[src/rtl/toggle_decoder_pkg.sv]
// Shared types and helpers for the toggle event decoder and its synchroniser.
package toggle_decoder_pkg;

  typedef enum logic {ST_INIT, ST_RUN} state_t;

  localparam int SYNC_STAGES_MIN = 2;

  // Largest value a pending counter of the given width can hold.
  function automatic int unsigned pend_max(input int unsigned width);
    return (32'd1 << width) - 32'd1;
  endfunction

endpackage

[src/rtl/bit_synchronizer.sv]
// Single-bit flop-chain synchroniser, async active-low reset to 0.
module bit_synchronizer #(
  parameter int STAGES = 2
) (
  input  logic clk,
  input  logic rst_n,
  input  logic d,
  output logic q
);

  logic [STAGES-1:0] r_sync;

  always_ff @(posedge clk or negedge rst_n) begin
    if (!rst_n) r_sync <= '0;
    else        r_sync <= {r_sync[STAGES-2:0], d};
  end

  assign q = r_sync[STAGES-1];

endmodule

[src/rtl/toggle_event_decoder.sv]
// Decodes a TFF toggle stream into buffered valid/ready events.
// Optional glitch filter on the synchronised level: TOGGLE_DECODER_GLITCH_FILTER_EN.
module toggle_event_decoder
  import toggle_decoder_pkg::*;
#(
  parameter int SYNC_STAGES = 2,
  parameter int PEND_W      = 4,
  parameter int CNT_W       = 16,
  parameter int FILT_CYC    = 3
) (
  input  logic              clk,
  input  logic              clr_b,
  input  logic              t_in,
  input  logic              en,
  output logic              evt_valid,
  input  logic              evt_ready,
  output logic [PEND_W-1:0] pend_cnt,
  output logic [CNT_W-1:0]  evt_total,
  output logic              ovf,
  input  logic              ovf_clr
);

  localparam int SYNC_N = (SYNC_STAGES < SYNC_STAGES_MIN) ? SYNC_STAGES_MIN : SYNC_STAGES;
  localparam int INIT_W = $clog2(SYNC_N + FILT_CYC + 2);
  localparam logic [PEND_W-1:0] PMAX = PEND_W'(pend_max(PEND_W));

  logic w_t_sync;
  logic w_t_det;

  bit_synchronizer #(.STAGES(SYNC_N)) u_sync (
    .clk   (clk),
    .rst_n (clr_b),
    .d     (t_in),
    .q     (w_t_sync)
  );

`ifdef TOGGLE_DECODER_GLITCH_FILTER_EN
  localparam int FC_W = $clog2(FILT_CYC + 1);
  // INIT must outlast the filter too, so a level held through reset is absorbed.
  localparam logic [INIT_W-1:0] INIT_LAST = INIT_W'(SYNC_N + FILT_CYC);

  logic            r_cand;
  logic [FC_W-1:0] r_stab;
  logic            r_filt;
  logic [FC_W-1:0] w_len;

  // w_len = run length of the current t_sync value including this cycle, saturated.
  always_comb begin
    w_len = FC_W'(1);
    if (w_t_sync == r_cand)
      w_len = (r_stab == FC_W'(FILT_CYC)) ? r_stab : r_stab + FC_W'(1);
  end

  always_ff @(posedge clk or negedge clr_b) begin
    if (!clr_b) begin
      r_cand <= 1'b0;
      r_stab <= '0;
      r_filt <= 1'b0;
    end else begin
      r_cand <= w_t_sync;
      r_stab <= w_len;
      if (w_len == FC_W'(FILT_CYC)) r_filt <= w_t_sync;
    end
  end

  assign w_t_det = r_filt;
`else
  // t_sync is only valid SYNC_N edges after release; load it on the edge after.
  localparam logic [INIT_W-1:0] INIT_LAST = INIT_W'(SYNC_N);

  assign w_t_det = w_t_sync;
`endif

  state_t            r_state, w_state_nxt;
  logic [INIT_W-1:0] r_init_cnt;
  logic              r_t_ref;
  logic              w_init_done;

  always_ff @(posedge clk or negedge clr_b) begin
    if (!clr_b) r_state <= ST_INIT;
    else        r_state <= w_state_nxt;
  end

  always_comb begin
    w_state_nxt = r_state;
    w_init_done = 1'b0;
    case (r_state)
      ST_INIT: if (r_init_cnt == INIT_LAST) begin
        w_init_done = 1'b1;
        w_state_nxt = ST_RUN;
      end
      ST_RUN:  w_state_nxt = ST_RUN;
      default: w_state_nxt = ST_INIT;
    endcase
  end

  logic w_tgl, w_pop, w_accept, w_drop;

  assign w_tgl    = (r_state == ST_RUN) && (w_t_det ^ r_t_ref);
  assign w_pop    = evt_valid && evt_ready;
  assign w_accept = w_tgl && en && ((pend_cnt != PMAX) || w_pop);
  assign w_drop   = w_tgl && en && (pend_cnt == PMAX) && !w_pop;

  always_ff @(posedge clk or negedge clr_b) begin
    if (!clr_b) begin
      r_init_cnt <= '0;
      r_t_ref    <= 1'b0;
    end else begin
      if (r_state == ST_INIT && !w_init_done) r_init_cnt <= r_init_cnt + INIT_W'(1);
      // Reference tracks every toggle so disabled periods leave no backlog.
      if (w_init_done || w_tgl) r_t_ref <= w_t_det;
    end
  end

  logic [PEND_W-1:0] w_pend_nxt;

  always_comb begin
    w_pend_nxt = pend_cnt;
    case ({w_accept, w_pop})
      2'b10:   w_pend_nxt = pend_cnt + PEND_W'(1);
      2'b01:   w_pend_nxt = pend_cnt - PEND_W'(1);
      default: w_pend_nxt = pend_cnt;
    endcase
  end

  always_ff @(posedge clk or negedge clr_b) begin
    if (!clr_b) begin
      pend_cnt  <= '0;
      evt_valid <= 1'b0;
      evt_total <= '0;
      ovf       <= 1'b0;
    end else begin
      pend_cnt  <= w_pend_nxt;
      evt_valid <= (w_pend_nxt != '0);
      if (w_accept) evt_total <= evt_total + CNT_W'(1);
      if (w_drop)       ovf <= 1'b1;
      else if (ovf_clr) ovf <= 1'b0;
    end
  end

endmodule

[config.mk]
export PLATFORM = sky130hd
export DESIGN_NAME = toggle_event_decoder
export DESIGN_NICKNAME = d
export VERILOG_FILES = /design/src/rtl/toggle_decoder_pkg.sv /design/src/rtl/bit_synchronizer.sv /design/src/rtl/toggle_event_decoder.sv
export SDC_FILE = /design/constraint.sdc
export NUM_CORES = 1
export LEC_CHECK = 0
export BUFFER_PORTS_ARGS = -buffer_cell sky130_fd_sc_hd__buf_2
export CAP_MARGIN = 20
export CORE_ASPECT_RATIO = 0.5
export CORE_MARGIN = 8
export CORE_UTILIZATION = 55
export DETAILED_ROUTE_END_ITERATION = 8
export GPL_ROUTABILITY_DRIVEN = 1
export GPL_TIMING_DRIVEN = 1
export PLACE_DENSITY_LB_ADDON = 0.05
export SLEW_MARGIN = 20
export SYNTH_ARGS = -nofsm -noshare
export SYNTH_HDL_FRONTEND = slang
export SYNTH_SLANG_ARGS = --single-unit
[constraint.sdc]
create_clock -name clk -period 4.25 [get_ports clk]
set_input_delay 1.275 -clock clk [delete_from_list [all_inputs] [get_ports clk]]
set_output_delay 1.275 -clock clk [all_outputs]
set_load 0.03 [all_outputs]
==> results of run 1 <==
[worst min-delay path by stage]
stage	end	cells after the start
final	u_sync.r_sync[1]$_DFF_PN0_	0
after global routing	u_sync.r_sync[1]$_DFF_PN0_	0
after CTS	u_sync.r_sync[1]$_DFF_PN0_	0
after detailed placement	u_sync.r_sync[1]$_DFF_PN0_	0
after global placement	u_sync.r_sync[1]$_DFF_PN0_	0
after floorplan	u_sync.r_sync[1]$_DFF_PN0_	0
[registers in the layout (all words and copies together) (netlist names)]
register / flops
evt_total: 16
pend_cnt: 4
r_init_cnt: 3
u_sync.r_sync: 2
evt_valid: 1
ovf: 1
r_state: 1
r_t_ref: 1
[Yosys cell counts (all sizes together)]
cell type and count:
clkbuf 2, a31o 1, nand3 4, dfrtp 29, ha 6, nand4bb 1
o211ai 1, nand4 3, xnor2 6, buf 1, nand2 7, nand2b 2
nand4b 1, nor4 2, and3 1, nor3b 1, nor3 9, and4 2
o32ai 1, a21oi 3, mux2 3, and2 2, o2111ai 1, mux2i 1
inv 8, a22o 1, nor4bb 1, nor2 8, o21ai 3, nor2b 1
xor2 14
[worst max-delay path, cell delays in order]
cell and delay [ps]:
buf_2 90, and2_1 210, o211ai_4 440, ha_1 340
xor2_1 110, ha_1 190, a21oi_1 150, mux2i_1 270
xnor2_1 120, nand4bb_1 190
[metal layers]
metal | up-vias | track usage | wire length [um]
met5 | - | 0 | 0
met1 | 461 | 0.164 | 1310
li1 | 497 | - | -
met3 | 4 | 0.0578 | 208
met4 | 0 | 0.0665 | 25
met2 | 22 | 0.192 | 1160
[cells by family (layout without fill, tap and decap cells)]
family                     Yosys count  in the layout  synth area share
and+or+nand+nor                     45             45             0.198
buffers and inverters               11             43            0.0294
xor gates and xnor gates            20             20             0.126
AOI/OAI and AO/OA                   11             11            0.0639
DFF                                 29             29             0.501
muxes                                4              4            0.0302
adders and majority gates            6              6            0.0518
[stage by stage]
stage | util | area [um2] | setup WS (ps) | total power (W) | std cells
2_1_floorplan | - | 1450 | 1030 | 0.000630 | 126
3_3_place_gp | 0.634 | 1620 | 848 | 0.000720 | 187
3_5_place_dp | 0.634 | 1620 | 810 | 0.000722 | 187
4_1_cts | 0.673 | 1720 | 969 | 0.000985 | 195
5_1_grt | 0.673 | 1720 | 877 | 0.00103 | 195
6_report | 0.673 | 1720 | 989 | 0.000973 | 195
[power by group through the flow]
stage	registers [W]	clock network, W	logic, W
after detailed placement	0.000401	0	0.000321
after global placement	0.000400	0	0.000319
after floorplan	0.000481	0	0.000149
after global routing	0.000406	0.000270	0.000355
after CTS	0.000397	0.000255	0.000333
final	0.000396	0.000249	0.000327
[area by class of cell]
cell class,instances,share of cell area
Clock buffer,7,0.0560
Clock inverter,1,0.00291
Inverter,8,0.0175
Multi-Input combinational cell,86,0.396
Sequential cell,29,0.422
Tap cell,37,0.0269
Timing Repair Buffer,27,0.0786
==> results.txt, run 1 <==
Combinational group share of total power = 0.337
Clock share of power = 0.256
CP Capture Point = evt_valid$_DFF_PN0_
PortBufs = 27
Yosys top cell by area = dfrtp_1
Reg2Reg Setup Slack = 1590 ps
Internal power = 0.000588 W
Synth cell types = 35
Peak supply drop = 0.380 mV
Worst Skew = 3.47 ps
Drt wl/cell = 13.9 um
Sw Share = 0.395
Cell Rows = 13
GP Congestion = 0.738
Reg area = 726 um2
Antenna viol nets, final = 0
Fmax = 307 MHz
Worst Max-Slew Pin Slew = 628 ps
Leak pwr = 0.860 nW
Status = complete, no violations
Final setup viols = 0
Max_cap viols = 0
Syn Nets = 138
Post-CTS Setup Inserts = 0
Slew headroom = 0.581
Switch Pwr = 0.000384 W
Most common cell after layout, fill and taps aside = dfrtp_1
Worst hold slack = 348 ps
CTS tree = built
RSZ-0062 raised after global routing = false
Vias per cell = 5.05
Hold Crit Class = reg -> reg
Power Density = 566 nW/um2
Sum Neg Setup Slack = 0 ps
Synth warn = 0
Largest net degree at the start of global routing = 30
Initial Utilization = 0.567
Crit share post-route = 0.767
Arrival @ worst endpoint = 3410 ps
Area Growth Syn to Fin = 18.7%
Die W = 88.6 um
Critical path required time = 4400 ps
Vias in the first global route = 971
# diodes = 0
Clk Latency, worst-skew pair = 280 ps
Clock sink total = 29
Critical Path Fanout Max = 11
GRT Resource Usage Total = 0.132
Ports = 28
Area of the multi-input gates = 681 um2
# hold bufs at CTS = 0
R2r worst-path depth = 9
Layout cells sized above 1 = 0.285
# resized after CTS = 0
CTS Buf Count = 5
DIE AREA = 4630 um2
Crit path launch type = primary input
CP startpoint = evt_ready
WL final = 2700 um
Final max-slew violation count = 0
Synth top area cells = dfrtp_1 50%, xor2_1 7.9%, ha_1 5.2%
Sequential share of power = 0.408
Crit Path Class = in -> reg
# nets final = 169
Grt ovf = 0
Clk root buf = clkbuf_8
Most frequent cells in the layout = 29 x dfrtp_1, 27 x buf_2, 13 x xor2_1
Post-Synthesis Cells = 126
Post-synthesis sequential area ratio = 0.501
Vias = 984
Initial antenna violation count = 0
RR Endpoint = evt_valid$_DFF_PN0_
H-Tree Level Count = 2
Reg clk slew, reported paths = 60 ps
Dpl hpwl = 1950 um
Hold Startpoint = u_sync.r_sync[0]$_DFF_PN0_
DR pass1 iterations = 4
Die Height = 52.3 um
Register bit total from synthesis = 29
Share of the synthesized area in the top cell type = 0.501
Avg Cell Area, Syn = 11.5 um2
CP Capture Type = flop
DR iter-0 viols = 33
Std-Cell Core Area = 2550 um2
Syn Std Cell Area = 1450 um2
Final hold vios = 0
DRC viols = 0
Fill cells = 185
Crit Reg-Reg Startpoint = pend_cnt[0]$_DFF_PN0_
Minimum clock period = 3260 ps
Max clock buf depth = 2
First-pass GRT wire length = 4520 um
Note: power is estimated with default switching activity, not from simulation.
==> run 2: changes to the inputs <==
--- a/config.mk
+++ b/config.mk
@@ -5,11 +5,12 @@
 export SDC_FILE = /design/constraint.sdc
 export NUM_CORES = 1
 export LEC_CHECK = 0
+export ABC_AREA = 1
 export BUFFER_PORTS_ARGS = -buffer_cell sky130_fd_sc_hd__buf_2
 export CAP_MARGIN = 20
 export CORE_ASPECT_RATIO = 0.5
 export CORE_MARGIN = 8
-export CORE_UTILIZATION = 55
+export CORE_UTILIZATION = 49
 export DETAILED_ROUTE_END_ITERATION = 8
 export GPL_ROUTABILITY_DRIVEN = 1
 export GPL_TIMING_DRIVEN = 1
==> constraint.sdc (replaced) <==
create_clock -name clk -period 2.84 [get_ports clk]
set_input_delay 0.852 -clock clk [delete_from_list [all_inputs] [get_ports clk]]
set_output_delay 0.852 -clock clk [all_outputs]
set_load 0.03 [all_outputs]
==> run 2 against run 1 <==
Wire length up 18%. Critical path depth rose by 6. Die area grew 16%. Count of clock-buffer cells in the layout shrank 2. Critical endpoint unchanged. Non-clock buffer count is 2 higher. Combinational power increased by 61%. Setup slack lost 600 ps. Final cell count increased by 41%. Flip-flop and latch count is the same. Sequential share of layout area down 2.8 points. Clock power rose by 34%. First-iteration DRC count rose by 15%.
==> results.txt, run 2 <==
Antenna viol nets, final = 0 (unchanged)
GRT Resource Usage Total = 0.136 (was 0.132)
# resized after CTS = 0 (unchanged)
Most common cell after layout, fill and taps aside = nand2_1 (was dfrtp_1)
Initial antenna violation count = 0 (unchanged)
Reg2Reg Setup Slack = 580 ps (was 1590 ps)
Switch Pwr = 0.000613 W (was 0.000384 W)
Avg Cell Area, Syn = 7.87 um2 (was 11.5 um2)
Post-synthesis sequential area ratio = 0.464 (was 0.501)
Area after DPL = 1750 um2 (was 1620 um2)
Layout cells sized above 1 = 0.183 (was 0.285)
CP Capture Type = flop (unchanged)
Non-Filler Cell Area, Final = 1840 um2 (was 1720 um2)
DRC viols = 0 (unchanged)
WL final = 3180 um (was 2700 um)
Slew headroom = 0.574 (was 0.581)
Max clock buf depth = 2 (unchanged)
Placed Cells incl. Taps = 267 (was 187)
Largest net degree at the start of global routing = 30 (unchanged)
Synth warn = 0 (unchanged)
Cell Rows = 14 (was 13)
Most frequent cell after synthesis = nand2_1 (was dfrtp_1)
Clock sink total = 29 (unchanged)
Vias per cell = 4.85 (was 5.05)
Top reg by flops = evt_total (unchanged)
Critical path required time = 3000 ps (was 4400 ps)
Yosys top cell by area = dfrtp_1 (unchanged)
CTS Buf Count = 5 (unchanged)
Worst Max-Slew Pin Slew = 639 ps (was 628 ps)
Post-synth EDFFs = 0 (unchanged)
Die Height = 56.0 um (was 52.3 um)
PortBufs = 27 (unchanged)
Register bit total from synthesis = 29 (unchanged)
# diodes = 0 (unchanged)
Vias in the first global route = 1292 (was 971)
Most frequent cells in the layout = 74 x nand2_1, 29 x dfrtp_1, 27 x buf_2, 25 x inv_1, 16 x nor2_1 (was 29 x dfrtp_1, 27 x buf_2, 13 x xor2_1)
Clk root buf = clkbuf_8 (unchanged)
Drt wl/cell = 11.6 um (was 13.9 um)
Area Growth Syn to Fin = 17.6% (was 18.7%)
Share of the synthesized area in the top cell type = 0.464 (was 0.501)
Ports = 28 (unchanged)
# nets final = 246 (was 169)
Status = complete, no violations (unchanged)
Sum Neg Setup Slack = 0 ps (unchanged)
Largest registers in the final layout = evt_total (16), pend_cnt (4), r_init_cnt (3) (unchanged)
Non-filler cells, final = 275 (was 195)
GP Congestion = 0.840 (was 0.738)
# hold bufs at CTS = 0 (unchanged)
Syn Std Cell Area = 1570 um2 (was 1450 um2)
Sw Share = 0.424 (was 0.395)
Internal power = 0.000834 W (was 0.000588 W)
CTS tree = built (unchanged)
Power Density = 786 nW/um2 (was 566 nW/um2)
Fmax = 408 MHz
Synth cell types = 19 (was 35)
Grt ovf = 0 (unchanged)
DR pass1 iterations = 4 (unchanged)
Vias = 1333 (was 984)
Arrival @ worst endpoint = 2610 ps (was 3410 ps)
Pwr Total = 0.00145 W (was 0.000973 W)
Peak supply drop = 0.501 mV (was 0.380 mV)
Final setup viols = 0 (unchanged)
Clk Latency, worst-skew pair = 280 ps (about the same)
Fill cells = 274 (was 185)
Max_cap viols = 0 (unchanged)
Clock share of power = 0.230 (was 0.256)
Post-CTS Setup Inserts = 0 (unchanged)
Sequential share of power = 0.405 (was 0.408)
Commonest cells post-synth = 74 x nand2_1, 29 x dfrtp_1, 25 x inv_1, 16 x nor2_1, 13 x nand3_1 (was 29 x dfrtp_1, 13 x xor2_1, 8 x inv_1, 8 x nor2_1, 8 x nor3_1)
Final hold vios = 0 (unchanged)
Crit share post-route = 0.862
Minimum clock period = 2450 ps
Initial Utilization = 0.517 (was 0.567)
First-pass GRT wire length = 5680 um (was 4520 um)
Final max-slew violation count = 0 (unchanged)
Hold Crit Class = reg -> reg (unchanged)
Combinational group share of total power = 0.364 (was 0.337)
DR iter-0 viols = 38 (was 33)
Crit path launch type = primary input (unchanged)
DIE AREA = 5370 um2 (was 4630 um2)
RSZ-0062 raised after global routing = false (unchanged)
Critical Path Fanout Max = 5 (was 11)
Std-Cell Core Area = 3030 um2 (was 2550 um2)
Dpl hpwl = 2400 um (was 1950 um)
Max reg flops = 16 (unchanged)
Syn Nets = 211 (was 138)
Die W = 95.9 um (was 88.6 um)
Crit Path Class = in -> reg (unchanged)
Leak pwr = 0.943 nW (was 0.860 nW)
H-Tree Level Count = 2 (unchanged)
Synth top area cells = dfrtp_1 46%, nand2_1 18%, inv_1 6.0% (was dfrtp_1 50%, xor2_1 7.9%, ha_1 5.2%)
Reg clk slew, reported paths = 70 ps (was 60 ps)
Post-synth ARST share = 1.00 (unchanged)
Main flop type after synthesis = dfrtp_1 (unchanged)
Post-Synthesis Cells = 199 (was 126)
Worst Skew = 2.46 ps (was 3.47 ps)
==> run 2: changes by cell type after synthesis, sizes merged, moves of 3 or more <==
cell   delta
nand2    +67
inv      +18
nor2     +10
nand3     +9
xor2      -8
nor3      -6
o21ai     +5
a21oi     -3
mux2      -3
xnor2     +3
==> run 2: power groups by stage <==
stage,clock network (W),registers [W],logic (W)
floorplan,0,0.000719,0.000248
global placement,0,0.000592,0.000523
detailed placement,0,0.000592,0.000533
CTS,0.000347,0.000585,0.000534
global route,0.000368,0.000600,0.000592
finish,0.000333,0.000587,0.000527
==> run 2: cell type report <==
| class | instances | area (um2) | share of cell area |
|---|---|---|---|
| Clock buffer | 5 | 68.8 | 0.0374 |
| Clock inverter | 3 | 17.5 | 0.00952 |
| Inverter | 26 | 97.6 | 0.0530 |
| Multi-Input combinational cell | 143 | 731 | 0.397 |
| Sequential cell | 29 | 726 | 0.394 |
| Tap cell | 40 | 50.0 | 0.0272 |
| Timing Repair Buffer | 29 | 150 | 0.0816 |
==> run 2: worst paths after layout <==
path	startpoint	end	cells past startpoint
min reg2reg	u_sync.r_sync[0]$_DFF_PN0_	u_sync.r_sync[1]$_DFF_PN0_	0
max	evt_ready	evt_valid$_DFF_PN0_	16
min in group asynchronous	clr_b	evt_total[2]$_DFFE_PN0P_	1
min	u_sync.r_sync[0]$_DFF_PN0_	u_sync.r_sync[1]$_DFF_PN0_	0
max in group asynchronous	clr_b	pend_cnt[3]$_DFF_PN0_	1
max reg2reg	pend_cnt[2]$_DFF_PN0_	evt_valid$_DFF_PN0_	14
==> run 2: per-stage QoR <==
| step | utilization | setup slack (ps) | hold WS, ps |
|---|---|---|---|
| after floorplan | - | 153 | 331 |
| after global placement | 0.579 | 164 | 334 |
| after detailed placement | 0.579 | 80.9 | 335 |
| after CTS | 0.607 | 393 | 349 |
| after global routing | 0.607 | 204 | 368 |
| final | 0.607 | 391 | 346 |
==> run 2: layer usage <==
metal,share of wire,GRT usage,vias to the layer above
li1,-,-,688
met5,0,0,-
met4,0.013,0.0456,0
met3,0.047,0.0606,5
met1,0.49,0.165,618
met2,0.45,0.208,22
==> run 2: cells by family after synthesis <==
kind of cell | Yosys count | synth area share
flip-flops | 29 | 0.464
XOR/XNOR | 15 | 0.0839
AND/OR/NAND/NOR | 113 | 0.302
buffers and inverters | 27 | 0.0695
AO/OA/AOI/OAI | 9 | 0.0328
adder cells (fa/ha/maj) | 6 | 0.0480
==> run 2: worst max-delay path: stages <==
cell     delay, ps
buf_2          100
nand2_1         40
inv_1           60
nor2_2         170
nor2_4          50
inv_2           50
ha_1           220
nand2_1         70
inv_1           70
nor2_1          50
ha_1           260
nand2_1         60
nand2_1         60
or2_2          290
nor2_1         120
nand3_1         80
==> run 3: changes to the inputs <==
--- a/config.mk
+++ b/config.mk
@@ -14,7 +14,7 @@
 export DETAILED_ROUTE_END_ITERATION = 8
 export GPL_ROUTABILITY_DRIVEN = 1
 export GPL_TIMING_DRIVEN = 1
-export PLACE_DENSITY_LB_ADDON = 0.05
+export PLACE_DENSITY_LB_ADDON = 0.15
 export SLEW_MARGIN = 20
 export SYNTH_ARGS = -nofsm -noshare
 export SYNTH_HDL_FRONTEND = slang
==> run 3 against run 2 <==
Clock skew fell by 0.97 ps. Critical path depth decreased by 1. Flip-flop and latch count is the same. Sequential power barely moved. Critical path type unchanged.
==> results.txt, run 3 (same netlist as run 2, synthesis figures left out) <==
Clk root buf = clkbuf_8 (unchanged)
Largest registers in the final layout = evt_total (16), pend_cnt (4), r_init_cnt (3) (unchanged)
Minimum clock period = 2420 ps (was 2450 ps)
Slew headroom = 0.553 (was 0.574)
Std-Cell Core Area = 3030 um2 (unchanged)
Crit share post-route = 0.854 (was 0.862)
GRT Resource Usage Total = 0.141 (was 0.136)
Critical Path Fanout Max = 5 (unchanged)
Fmax = 412 MHz (was 408 MHz)
Final setup viols = 0 (unchanged)
Max_cap viols = 0 (unchanged)
DR iter-0 viols = 69 (was 38)
Final hold vios = 0 (unchanged)
Hold Crit Class = reg -> reg (unchanged)
Power Density = 808 nW/um2 (was 786 nW/um2)
Non-filler cells, final = 275 (unchanged)
Dpl hpwl = 2560 um (was 2400 um)
Die W = 95.9 um (unchanged)
Placed Cells incl. Taps = 267 (unchanged)
Max incr delay on CP = 280 ps (was 290 ps)
Pre-CTS WS = 95.3 ps (was 80.9 ps)
Status = complete, no violations (unchanged)
Top reg by flops = evt_total (unchanged)
Pwr Total = 0.00150 W (was 0.00145 W)
Slowest library cell on the worst path = or2_2 (unchanged)
WL final = 3370 um (was 3180 um)
Sum Neg Setup Slack = 0 ps (unchanged)
PortBufs = 27 (unchanged)
CP Capture Type = flop (unchanged)
Clk Latency, worst-skew pair = 280 ps (about the same)
Antenna viol nets, final = 0 (unchanged)
DIE AREA = 5370 um2 (unchanged)
Crit-path cells = buf_2 -> nand2_1 -> inv_1 -> nor2_2 -> nor2_4 -> inv_2 -> ha_1 -> nor2_1 -> nor2_1 -> ha_1 -> nand2_1 -> nand2_1 -> or2_2 -> nor2_1 -> nand3_1 (was buf_2 -> nand2_1 -> inv_1 -> nor2_2 -> nor2_4 -> inv_2 -> ha_1 -> nand2_1 -> inv_1 -> nor2_1 -> ha_1 -> nand2_1 -> nand2_1 -> or2_2 -> nor2_1 -> nand3_1)
RSZ-0062 raised after global routing = false (unchanged)
Max reg flops = 16 (unchanged)
Layout cells sized above 1 = 0.183 (unchanged)
Arrival @ worst endpoint = 2590 ps (was 2610 ps)
Initial Utilization = 0.517 (unchanged)
H-Tree Level Count = 2 (unchanged)
Crit path launch type = primary input (unchanged)
Vias = 1322 (was 1333)
Crit Path Class = in -> reg (unchanged)
Final max-slew violation count = 0 (unchanged)
Critical path required time = 3010 ps (was 3000 ps)
Die Height = 56.0 um (unchanged)
Cell Rows = 14 (unchanged)
DRC viols = 0 (unchanged)
DR pass1 iterations = 4 (unchanged)
Reg2Reg Setup Slack = 570 ps (was 580 ps)
CTS Buf Count = 5 (unchanged)
Worst Skew = 1.49 ps (was 2.46 ps)
First-pass GRT wire length = 5930 um (was 5680 um)
Area Growth Syn to Fin = 18.5% (was 17.6%)
Vias in the first global route = 1355 (was 1292)
Vias per cell = 4.81 (was 4.85)
Leak pwr = 0.954 nW (was 0.943 nW)
Setup ws final = 415 ps (was 391 ps)
Peak supply drop = 0.637 mV (was 0.501 mV)
Drt wl/cell = 12.2 um (was 11.6 um)
Worst Max-Slew Pin Slew = 670 ps (was 639 ps)
Ports = 28 (unchanged)
# hold bufs at CTS = 0 (unchanged)
Post-CTS Setup Inserts = 0 (unchanged)
Worst hold slack = 352 ps (was 346 ps)
Most common cell after layout, fill and taps aside = nand2_1 (unchanged)
# nets final = 246 (unchanged)
Reg clk slew, reported paths = 60 ps (was 70 ps)
Clock sink total = 29 (unchanged)
Grt ovf = 0 (unchanged)
# resized after CTS = 0 (unchanged)
Max clock buf depth = 2 (unchanged)
Most frequent cells in the layout = 74 x nand2_1, 29 x dfrtp_1, 27 x buf_2, 25 x inv_1, 16 x nor2_1 (unchanged)
GP Congestion = 0.853 (was 0.840)
Largest net degree at the start of global routing = 30 (unchanged)
CTS tree = built (unchanged)
Initial antenna violation count = 0 (unchanged)
# diodes = 0 (unchanged)
==> run 3: through the flow <==
step	utilization	area, um2
2_1_floorplan	-	1570
3_3_place_gp	0.579	1750
3_5_place_dp	0.579	1750
4_1_cts	0.612	1860
5_1_grt	0.612	1860
6_report	0.612	1860
==> run 3: worst max-delay path, delay by kind of cell <==
family | cells | cell delay (ps)
fa+ha+maj | 2 | 460
buf+inv | 3 | 210
simple gates | 10 | 1050
==> run 3: final cells by class <==
type	count	area [um2]
fill	294	1170
multi-input combinational	143	731
sequential	29	726
timing repair buffer	29	150
inverter	26	97.6
clock buffer	7	96.3
tap	40	50.0
clock inverter	1	5.00
==> run 3: layer usage <==
metal  wire length (um)  share of wire  GRT usage  vias up
li1                   -              -          -      684
met1               1600           0.48      0.169      610
met2               1550           0.46      0.219       21
met3                160          0.048     0.0525        7
met4                 59          0.018     0.0586        0
met5                  0              0          0        -
==> run 3: report_power, final <==
part / internal [W] / total (W) / switching [W]
Combinational: 0.000176 / 0.000532 / 0.000356
Sequential: 0.000490 / 0.000586 / 0.0000967
Clock: 0.000219 / 0.000380 / 0.000162
Total: 0.000884 / 0.00150 / 0.000614
==> run 3: worst paths after layout <==
check | start | end | cells after the start
hold / removal | u_sync.r_sync[0]$_DFF_PN0_ | u_sync.r_sync[1]$_DFF_PN0_ | 0
min in group asynchronous | clr_b | evt_total[3]$_DFFE_PN0P_ | 1
setup / recovery | evt_ready | evt_valid$_DFF_PN0_ | 15
setup reg to reg | pend_cnt[2]$_DFF_PN0_ | evt_valid$_DFF_PN0_ | 13
max in group asynchronous | clr_b | ovf$_DFFE_PN0P_ | 1
hold reg to reg | u_sync.r_sync[0]$_DFF_PN0_ | u_sync.r_sync[1]$_DFF_PN0_ | 0
